`src/rtl/canonical_code_size_generator_pkg.sv`:
```
// Shared defaults, others-chain sentinel and FSM states
// for the canonical code-size generator.
package canonical_code_size_generator_pkg;

  localparam int DEF_SYMBOLS = 16;
  localparam int DEF_FREQ_WIDTH = 5;
  localparam int DEF_CODE_SIZE_WIDTH = 5;
  localparam int DEF_SYMBOL_ID_WIDTH = 5;

  // End of an others[] chain; low bits are sliced
  // to the symbol-id width.
  localparam logic [31:0] NONE = '1;

  typedef enum logic [3:0] {
    IDLE,
    INIT,
    FIND_V1,
    FIND_V2,
    MERGE,
    INC_V1,
    INC_V2,
    SORT,
    DONE
  } state_t;

endpackage

```
`src/rtl/canonical_code_size_generator_min_freq_scanner.sv`:
```
// Sequential least-nonzero frequency search, one symbol per
// cycle, ties to the larger index, optional excluded index.
// Ports: clk, rst, start, freq_flat (entry i at [i*WW +: WW]),
//        exclude_en/exclude_idx, found, min_idx, scan_done.
module min_freq_scanner #(
  parameter int SYMBOLS = 16,
  parameter int WW = 9,
  parameter int AW = 4
) (
  input  logic              clk,
  input  logic              rst,
  input  logic              start,
  input  logic [SYMBOLS*WW-1:0] freq_flat,
  input  logic              exclude_en,
  input  logic [AW-1:0]     exclude_idx,
  output logic              found,
  output logic [AW-1:0]     min_idx,
  output logic              scan_done
);

  localparam logic [AW-1:0] LAST = AW'(SYMBOLS - 1);

  logic          busy;
  logic [AW-1:0] idx;
  logic [WW-1:0] best;
  logic [WW-1:0] cur;
  logic          skip;

  always_comb begin
    cur  = freq_flat[idx*WW +: WW];
    skip = exclude_en && (idx == exclude_idx);
  end

  always_ff @(posedge clk or posedge rst) begin
    if (rst) begin
      busy      <= 1'b0;
      idx       <= '0;
      best      <= '0;
      found     <= 1'b0;
      min_idx   <= '0;
      scan_done <= 1'b0;
    end else begin
      scan_done <= 1'b0;
      if (start) begin
        busy    <= 1'b1;
        idx     <= '0;
        best    <= '0;
        found   <= 1'b0;
        min_idx <= '0;
      end else if (busy) begin
        // <= lets a later equal entry win the tie
        if (cur != '0 && !skip &&
            (!found || cur <= best)) begin
          found   <= 1'b1;
          best    <= cur;
          min_idx <= idx;
        end
        if (idx == LAST) begin
          busy      <= 1'b0;
          scan_done <= 1'b1;
        end else begin
          idx <= idx + 1'b1;
        end
      end
    end
  end

endmodule

```
`src/rtl/canonical_code_size_generator.sv`:
```
// Huffman code sizes for a build-time frequency table, then
// canonical symbol order (by size, then index; size 0 last).
// Ports: clk, reset (async high), start, code_size_array,
//        sorted_symbols_final (both MSB-first), done.
module canonical_code_size_generator
  import canonical_code_size_generator_pkg::*;
#(
  parameter int SYMBOLS = DEF_SYMBOLS,
  parameter int FREQ_WIDTH = DEF_FREQ_WIDTH,
  parameter int CODE_SIZE_WIDTH = DEF_CODE_SIZE_WIDTH,
  parameter int SYMBOL_ID_WIDTH = DEF_SYMBOL_ID_WIDTH,
  parameter logic [SYMBOLS*FREQ_WIDTH-1:0] FREQ_INIT =
    {SYMBOLS{FREQ_WIDTH'(1)}}
) (
  input  logic clk,
  input  logic reset,
  input  logic start,
  output logic [SYMBOLS*CODE_SIZE_WIDTH-1:0]
               code_size_array,
  output logic [SYMBOLS*SYMBOL_ID_WIDTH-1:0]
               sorted_symbols_final,
  output logic done
);

  localparam int AW = $clog2(SYMBOLS);
  localparam int WW = FREQ_WIDTH + AW;
  localparam int CW = CODE_SIZE_WIDTH;
  localparam int IW = SYMBOL_ID_WIDTH;
  localparam logic [IW-1:0] NONE_ID = NONE[IW-1:0];
  localparam logic [AW-1:0] LAST = AW'(SYMBOLS - 1);
  localparam logic [CW-1:0] MAX_LEN = CW'(SYMBOLS - 1);

  state_t        state;
  logic [WW-1:0] freq      [SYMBOLS];
  logic [CW-1:0] code_size [SYMBOLS];
  logic [IW-1:0] others    [SYMBOLS];
  logic [IW-1:0] sorted    [SYMBOLS];

  logic [AW-1:0] v1, v2, node, tail;
  logic [AW-1:0] sort_idx, sort_pos;
  logic [CW-1:0] sort_len;

  logic          scan_start;
  logic          scan_found;
  logic          scan_done;
  logic [AW-1:0] scan_idx;
  logic          sort_hit;

  logic [SYMBOLS*WW-1:0] freq_flat;
  logic [SYMBOLS*CW-1:0] size_next;
  logic [SYMBOLS*IW-1:0] sorted_next;

  always_comb begin
    freq_flat   = '0;
    size_next   = '0;
    sorted_next = '0;
    sort_hit    = code_size[sort_idx] == sort_len;
    for (int i = 0; i < SYMBOLS; i++) begin
      freq_flat[i*WW +: WW] = freq[i];
      size_next[(SYMBOLS-i)*CW-1 -: CW] = code_size[i];
      sorted_next[(SYMBOLS-i)*IW-1 -: IW] = sorted[i];
      // fold in the append made on the final sort cycle
      if (state == SORT && sort_hit &&
          sort_pos == AW'(i))
        sorted_next[(SYMBOLS-i)*IW-1 -: IW] =
          IW'(sort_idx);
    end
  end

  min_freq_scanner #(
    .SYMBOLS (SYMBOLS),
    .WW      (WW),
    .AW      (AW)
  ) u_scan (
    .clk         (clk),
    .rst         (reset),
    .start       (scan_start),
    .freq_flat   (freq_flat),
    .exclude_en  (state == FIND_V2),
    .exclude_idx (v1),
    .found       (scan_found),
    .min_idx     (scan_idx),
    .scan_done   (scan_done)
  );

  always_ff @(posedge clk or posedge reset) begin
    if (reset) begin
      state                <= IDLE;
      done                 <= 1'b0;
      code_size_array      <= '0;
      sorted_symbols_final <= '0;
      scan_start           <= 1'b0;
      v1                   <= '0;
      v2                   <= '0;
      node                 <= '0;
      tail                 <= '0;
      sort_idx             <= '0;
      sort_pos             <= '0;
      sort_len             <= '0;
      for (int i = 0; i < SYMBOLS; i++) begin
        freq[i]      <= '0;
        code_size[i] <= '0;
        others[i]    <= NONE_ID;
        sorted[i]    <= '0;
      end
    end else begin
      scan_start <= 1'b0;
      unique case (state)
        IDLE, DONE: begin
          if (start) begin
            state <= INIT;
            done  <= 1'b0;
          end
        end
        INIT: begin
          for (int i = 0; i < SYMBOLS; i++) begin
            freq[i] <= WW'(FREQ_INIT[
              (SYMBOLS-i)*FREQ_WIDTH-1 -: FREQ_WIDTH]);
            code_size[i] <= '0;
            others[i]    <= NONE_ID;
          end
          state      <= FIND_V1;
          scan_start <= 1'b1;
        end
        FIND_V1: begin
          if (scan_done) begin
            if (scan_found) begin
              v1         <= scan_idx;
              state      <= FIND_V2;
              scan_start <= 1'b1;
            end else begin
              state    <= SORT;
              sort_len <= CW'(1);
              sort_idx <= '0;
              sort_pos <= '0;
            end
          end
        end
        FIND_V2: begin
          if (scan_done) begin
            if (scan_found) begin
              v2    <= scan_idx;
              state <= MERGE;
            end else begin
              // a lone symbol that was never merged
              if (code_size[v1] == '0)
                code_size[v1] <= CW'(1);
              state    <= SORT;
              sort_len <= CW'(1);
              sort_idx <= '0;
              sort_pos <= '0;
            end
          end
        end
        MERGE: begin
          freq[v1] <= freq[v1] + freq[v2];
          freq[v2] <= '0;
          node     <= v1;
          state    <= INC_V1;
        end
        INC_V1: begin
          code_size[node] <= code_size[node] + 1'b1;
          if (others[node] == NONE_ID) begin
            tail  <= node;
            node  <= v2;
            state <= INC_V2;
          end else begin
            node <= AW'(others[node]);
          end
        end
        INC_V2: begin
          code_size[node] <= code_size[node] + 1'b1;
          if (others[node] == NONE_ID) begin
            others[tail] <= IW'(v2);
            state        <= FIND_V1;
            scan_start   <= 1'b1;
          end else begin
            node <= AW'(others[node]);
          end
        end
        SORT: begin
          // passes L = 1..SYMBOLS-1, then a final L = 0 pass
          if (sort_hit) begin
            sorted[sort_pos] <= IW'(sort_idx);
            sort_pos         <= sort_pos + 1'b1;
          end
          if (sort_idx == LAST) begin
            sort_idx <= '0;
            if (sort_len == '0) begin
              state                <= DONE;
              done                 <= 1'b1;
              code_size_array      <= size_next;
              sorted_symbols_final <= sorted_next;
            end else if (sort_len == MAX_LEN) begin
              sort_len <= '0;
            end else begin
              sort_len <= sort_len + 1'b1;
            end
          end else begin
            sort_idx <= sort_idx + 1'b1;
          end
        end
        default: state <= IDLE;
      endcase
    end
  end

endmodule

```
`config.mk`:
```
export PLATFORM = sky130hd
export DESIGN_NAME = canonical_code_size_generator
export DESIGN_NICKNAME = d
export VERILOG_FILES = /design/src/rtl/canonical_code_size_generator_pkg.sv /design/src/rtl/canonical_code_size_generator_min_freq_scanner.sv /design/src/rtl/canonical_code_size_generator.sv
export SDC_FILE = /design/constraint.sdc
export NUM_CORES = 2
export LEC_CHECK = 0
export CAP_MARGIN = 5
export CORE_MARGIN = 5
export CORE_UTILIZATION = 55
export DETAILED_ROUTE_END_ITERATION = 6
export PLACE_DENSITY = 0.74
export SYNTH_ARGS = -nofsm -noshare
export SYNTH_HDL_FRONTEND = slang
export SYNTH_HIERARCHICAL = 1
export SYNTH_SLANG_ARGS = --single-unit
```
`constraint.sdc`:
```
create_clock -name clk -period 23.6 [get_ports clk]
set_input_delay 4.72 -clock clk [delete_from_list [all_inputs] [get_ports clk]]
set_output_delay 4.72 -clock clk [all_outputs]
set_load 0.05 [all_outputs]
```
* Yosys cells after proc, flatten, opt, wreduce, memory -nomap -nowiden
Index checks and enable logic that the tools add are counted.
Cells by class: add/subtract/negate cells 6, $mul 1, $lt $le $gt $ge 12, equality and inequality tests 44, shifts and indexed selects 1, multiplexer cells 108, bitwise logic cells 11, reduce and logical (&&, ||, !) cells 59
Operators with widths (number):
- $mux W80 | 4
- $pmux W144 S2 | 1
- $bwmux W80 | 3
- $pmux W80 S3 | 1
- $mux W5 | 33
- $pmux W80 S2 | 1
- $and A144 B144 Y144 | 1
- $bwmux W144 | 1
- $not A144 Y144 | 1
- $shiftx A144 B9 Y9 | 1
- $mux W9 | 9
- $bmux W5 S4 | 4
- $demux W5 S4 | 4
- $mux W4 | 19
- $bmux W9 S4 | 2
- $demux W9 S4 | 2
- $and A64 B64 Y64 | 1
- $not A64 Y64 | 1
- $eq A4 B4 Y1 const B | 11
- $eq A4 B3 Y1 const B | 8
- $pmux W4 S8 | 1
- $ge A5 B5 Y1 const B | 6
- $not A4 Y5 | 6
- $logic_and A1 B1 Y1 | 25
- other kinds (36) | 96
Word-level totals: bits in registers 599, input port bits 3, output and inout port bits 161

* Depth between registers and ports, before layout
word-level depth 11, gate-level depth with buffers 16, gate-level depth less buffers 11

* Hierarchy
The synthesis kept the hierarchy.
By module, submodules not included:
- canonical_code_size_generator | times used 1, cells an instance 2466, area an instance 27505.1 um2
- min_freq_scanner | times used 1, cells an instance 227, area an instance 2572.5 um2

* Least setup slack after synthesis
Ideal clock, no wire load.
path type in2reg, from input start, to register state[2], arrival 5520 ps, slack 17943 ps, cell stages on the path 6, buffers on the path 0, path through nor3_1 > a21oi_1 > o22ai_1 > a21oi_1 > mux2i_1 > o21ai_0
Between the ends: longest elaborated chain between the ends 2
Ends and longest elaborated chain:
- from (decl) | line canonical_code_size_generator.sv:17 | input logic start,
- $ne A2 B2 Y1 (no source line)
- $reduce_and A7 Y1 (no source line)
- to (signal assigned) | line canonical_code_size_generator.sv:88 | state <= IDLE;
- to (signal assigned) | line canonical_code_size_generator.sv:111 | state <= INIT;
- to (signal assigned) | line canonical_code_size_generator.sv:122 | state <= FIND_V1;
- to (decl) | line canonical_code_size_generator.sv:33 | state_t state;
Every way passes these cells. A chain may end at the register's enable or synchronous reset.

==> results_dict.tcl <==
set metrics [dict create \
    slew_headroom_pct 4.39 \
    grtUsageMet3_pct 7.99 \
    vias_per_cell 6.83 \
    vdd_drop_max_v 0.0000711 \
    cts_resized 0 \
    comb_power_share_pct 1.3 \
    holdWs_ns 0.480 \
    synth_flop_cell "dfrtp_1" \
    netlist.area_leader.share_pct 40.5 \
    clkTransAtPathRegs_ns 0.06 \
    max_freq_mhz 137 \
    insertion_delay_ns 0.63 \
    start_kind "input pin" \
    yosysTopAreaCell "dfrtp_1" \
    io_buffers 147 \
    grt.busiest_layer "met2" \
    pwr-share-clk_pct 49.2 \
    period_needed_ns 7.31 \
    coreArea_um2 54000 \
    clockBufferDepth 3 \
    synth_cells 2693 \
    die_h_um 244 \
    yosys_register_bits 567 \
    grt_util_met2_pct 46.0 \
    worstMarginPinSlew_ns 1.43 \
    htree_num_levels 2 \
    postSynth.asyncResetShare_pct 100 \
    antennaDiodeCount 0 \
    wl_um 88900 \
    die-width_um 244 \
    power_frac_seq_pct 49.5 \
    drv_cap 0 \
    setup_viol 0 \
    grt_pass1_wl_um 139000 \
    io_pins 164 \
    synth_area_um2 30100 \
    cp_cell_sequence "clkdlybuf4s50_1, inv_8, buf_12, buf_4" \
    finalPower_mw 1.97 \
    cts_sinks 567 \
    avgSynthCellArea_um2 11.2 \
    status "finished clean" \
    syn2layout_area_growth_pct 12.3 \
    cts_buffers 58 \
    hold_viol 0 \
    switching_share_pct 21.4 \
    drive_gt1_share_pct 18.2 \
    yosys-top-cells-area "dfrtp_1 41%, mux4_2 12%, dfstp_2 7.0%" \
    p_leak_nw 14.7 \
    slowest_delay_ns 1.01 \
    p_sw_uw 421 \
    grt_antenna_before_repair 0 \
    vias 23900 \
    ys_seq_area_share_pct 47.5 \
    cts_tree "built" \
    met1_usage_pct 39.2 \
    grt_pass1_vias 23700 \
    fin_cells 3493 \
    synth_edf_count 0 \
    yosys_warnings 6 \
    place_inst 3380 \
    rows 85 \
    clock-skew-final_ns 0.0291 \
    ant_nets 0 \
    hold_buffers 0 \
    gr-usage-all-layers_pct 29.4 \
    p_per_area_nw_per_um2 58.2 \
    p_int_mw 1.55 \
    slowest_stage "buf_4" \
    initialDrtViolationCount 2997 \
    path_class "in2async" \
    start_util_pct 55.7 \
    path_max_fanout 163 \
    worstHoldPathType "reg2reg" \
    detail_route.wl_per_cell_um 25.4 \
    nNetsFinal 2777 \
    arrival_ns 7.86 \
    dieArea_um2 59500 \
    fin_crit_sh_pct 31.0 \
    maxSlewViolCount 0 \
    yosysMostFrequentCell "dfrtp_1" \
    drc 0 \
    fin_tns_setup_ns 0 \
    yosys.cell_types.count 91 \
    cts_root_buf "clkbuf_16" \
    grt_remaining_overflow 0 \
    place_hpwl_um 58500 \
    postCtsSetupRepairBufs 0 \
    gp_congestion 0.942 \
    worstSetupEndpointType "async pin" \
    grt_max_degree 164 \
    synth_common_cells "487 x dfrtp_1, 346 x nand2_1, 209 x nor2_1" \
    rsz0062_at_grt "no" \
    first_pass_iters 6 \
    cp.required_ns 24.15 \
    final_util_pct 62.5 \
]
## sequential cells by signal (all words and copies together) (netlist names), 4 cells and up
register / flops
node: 4
sort_idx: 4
sorted_symbols_final: 64
state: 4
code_size_array: 80
others: 80
u_scan/idx: 4
freq: 144
tail: 4
u_scan/min_idx: 4
v1: 4
u_scan/best: 9
code_size: 80
v2: 4
sorted: 64
sort_pos: 4
sort_len: 5
## cell usage in the layout, fill, tap and decap left out, types with 12 or more instances in the layout
| cell | synthesis | routed |
|---|---|---|
| mux4_1 | 29 | 29 |
| a21oi_1 | 73 | 73 |
| nand2b_1 | 21 | 21 |
| conb_1 | 1 | 16 |
| nand4_1 | 49 | 49 |
| buf_4 | 21 | 46 |
| clkbuf_16 | 0 | 63 |
| a31oi_1 | 70 | 70 |
| clkdlybuf4s50_1 | 0 | 147 |
| inv_1 | 119 | 118 |
| a22o_1 | 166 | 166 |
| nor3_1 | 50 | 44 |
| dfrtp_1 | 487 | 479 |
| a31o_2 | 24 | 24 |
| nand3_1 | 51 | 51 |
| mux2_2 | 44 | 44 |
| nand2_1 | 346 | 345 |
| o21ai_0 | 150 | 150 |
| mux2i_1 | 35 | 35 |
| nor2_1 | 209 | 208 |
| mux4_2 | 163 | 163 |
| a22oi_1 | 36 | 36 |
| clkbuf_1 | 128 | 13 |
| a21o_1 | 13 | 13 |
| ha_1 | 26 | 26 |
| o31ai_1 | 12 | 12 |
| nor2b_1 | 21 | 21 |
| dfstp_2 | 80 | 80 |
## layer usage
layer	routed length (um)	vias up
li1	-	10100
met1	33500	11900
met2	41300	1534
met3	9700	341
met4	4420	0
met5	0	-
## final cells by class
class	count	area [um^2]
repair buffers	194	1840
clock buffers	86	1760
fillers	4122	20300
well taps	696	871
clock inverters	24	269
flip-flops and latches	567	14300
multi-input cells	1805	14300
inverters	121	462
## worst max-delay path: cells and delay by family
| family | cells | cell delay [ns] |
|---|---|---|
| buffers and inverters | 4 | 2.89 |
## stage by stage
stage                     setup WS, ns  cell area (um^2)
after floorplan                   3.72             30100
after global placement           15.67             31700
after detailed placement         15.57             31700
after CTS                        16.22             33700
after global routing             15.76             33800
final                            16.29             33800
## power by group through the flow
stage                     clock network, mW  logic (mW)  registers [mW]
after CTS                             0.979      0.0272           0.973
after global placement                    0      0.0265           0.990
after global routing                   1.02      0.0305           0.972
final                                 0.968      0.0261           0.973
after floorplan                           0      0.0216           0.991
after detailed placement                  0      0.0272           0.990
## cells by family after synthesis
| family | synth area share [%] |
|---|---|
| compound gates | 15.0 |
| fa+ha+maj | 1.15 |
| simple gates | 12.6 |
| flops | 47.5 |
| other cells | 0.0125 |
| xor+xnor | 0.549 |
| buf+inv | 5.42 |
| mux | 17.8 |
## worst paths after layout
| kind | from | to | slack, ns | depth (start not counted) |
|---|---|---|---|---|
| hold / removal | code_size_array[44] | code_size_array[44] | 0.48 | 2 |
| hold reg to reg | code_size_array[44] | code_size_array[44] | 0.48 | 2 |
| max in group clk | done | done | 17.01 | 1 |
| min in group asynchronous | reset | sorted_symbols_final[58] | 4.76 | 2 |
| setup / recovery | reset | freq[131] | 16.29 | 4 |
| setup reg to reg | u_scan/idx[1] | u_scan/best[6] | 18.41 | 12 |
(Power assumes the default switching activity.)
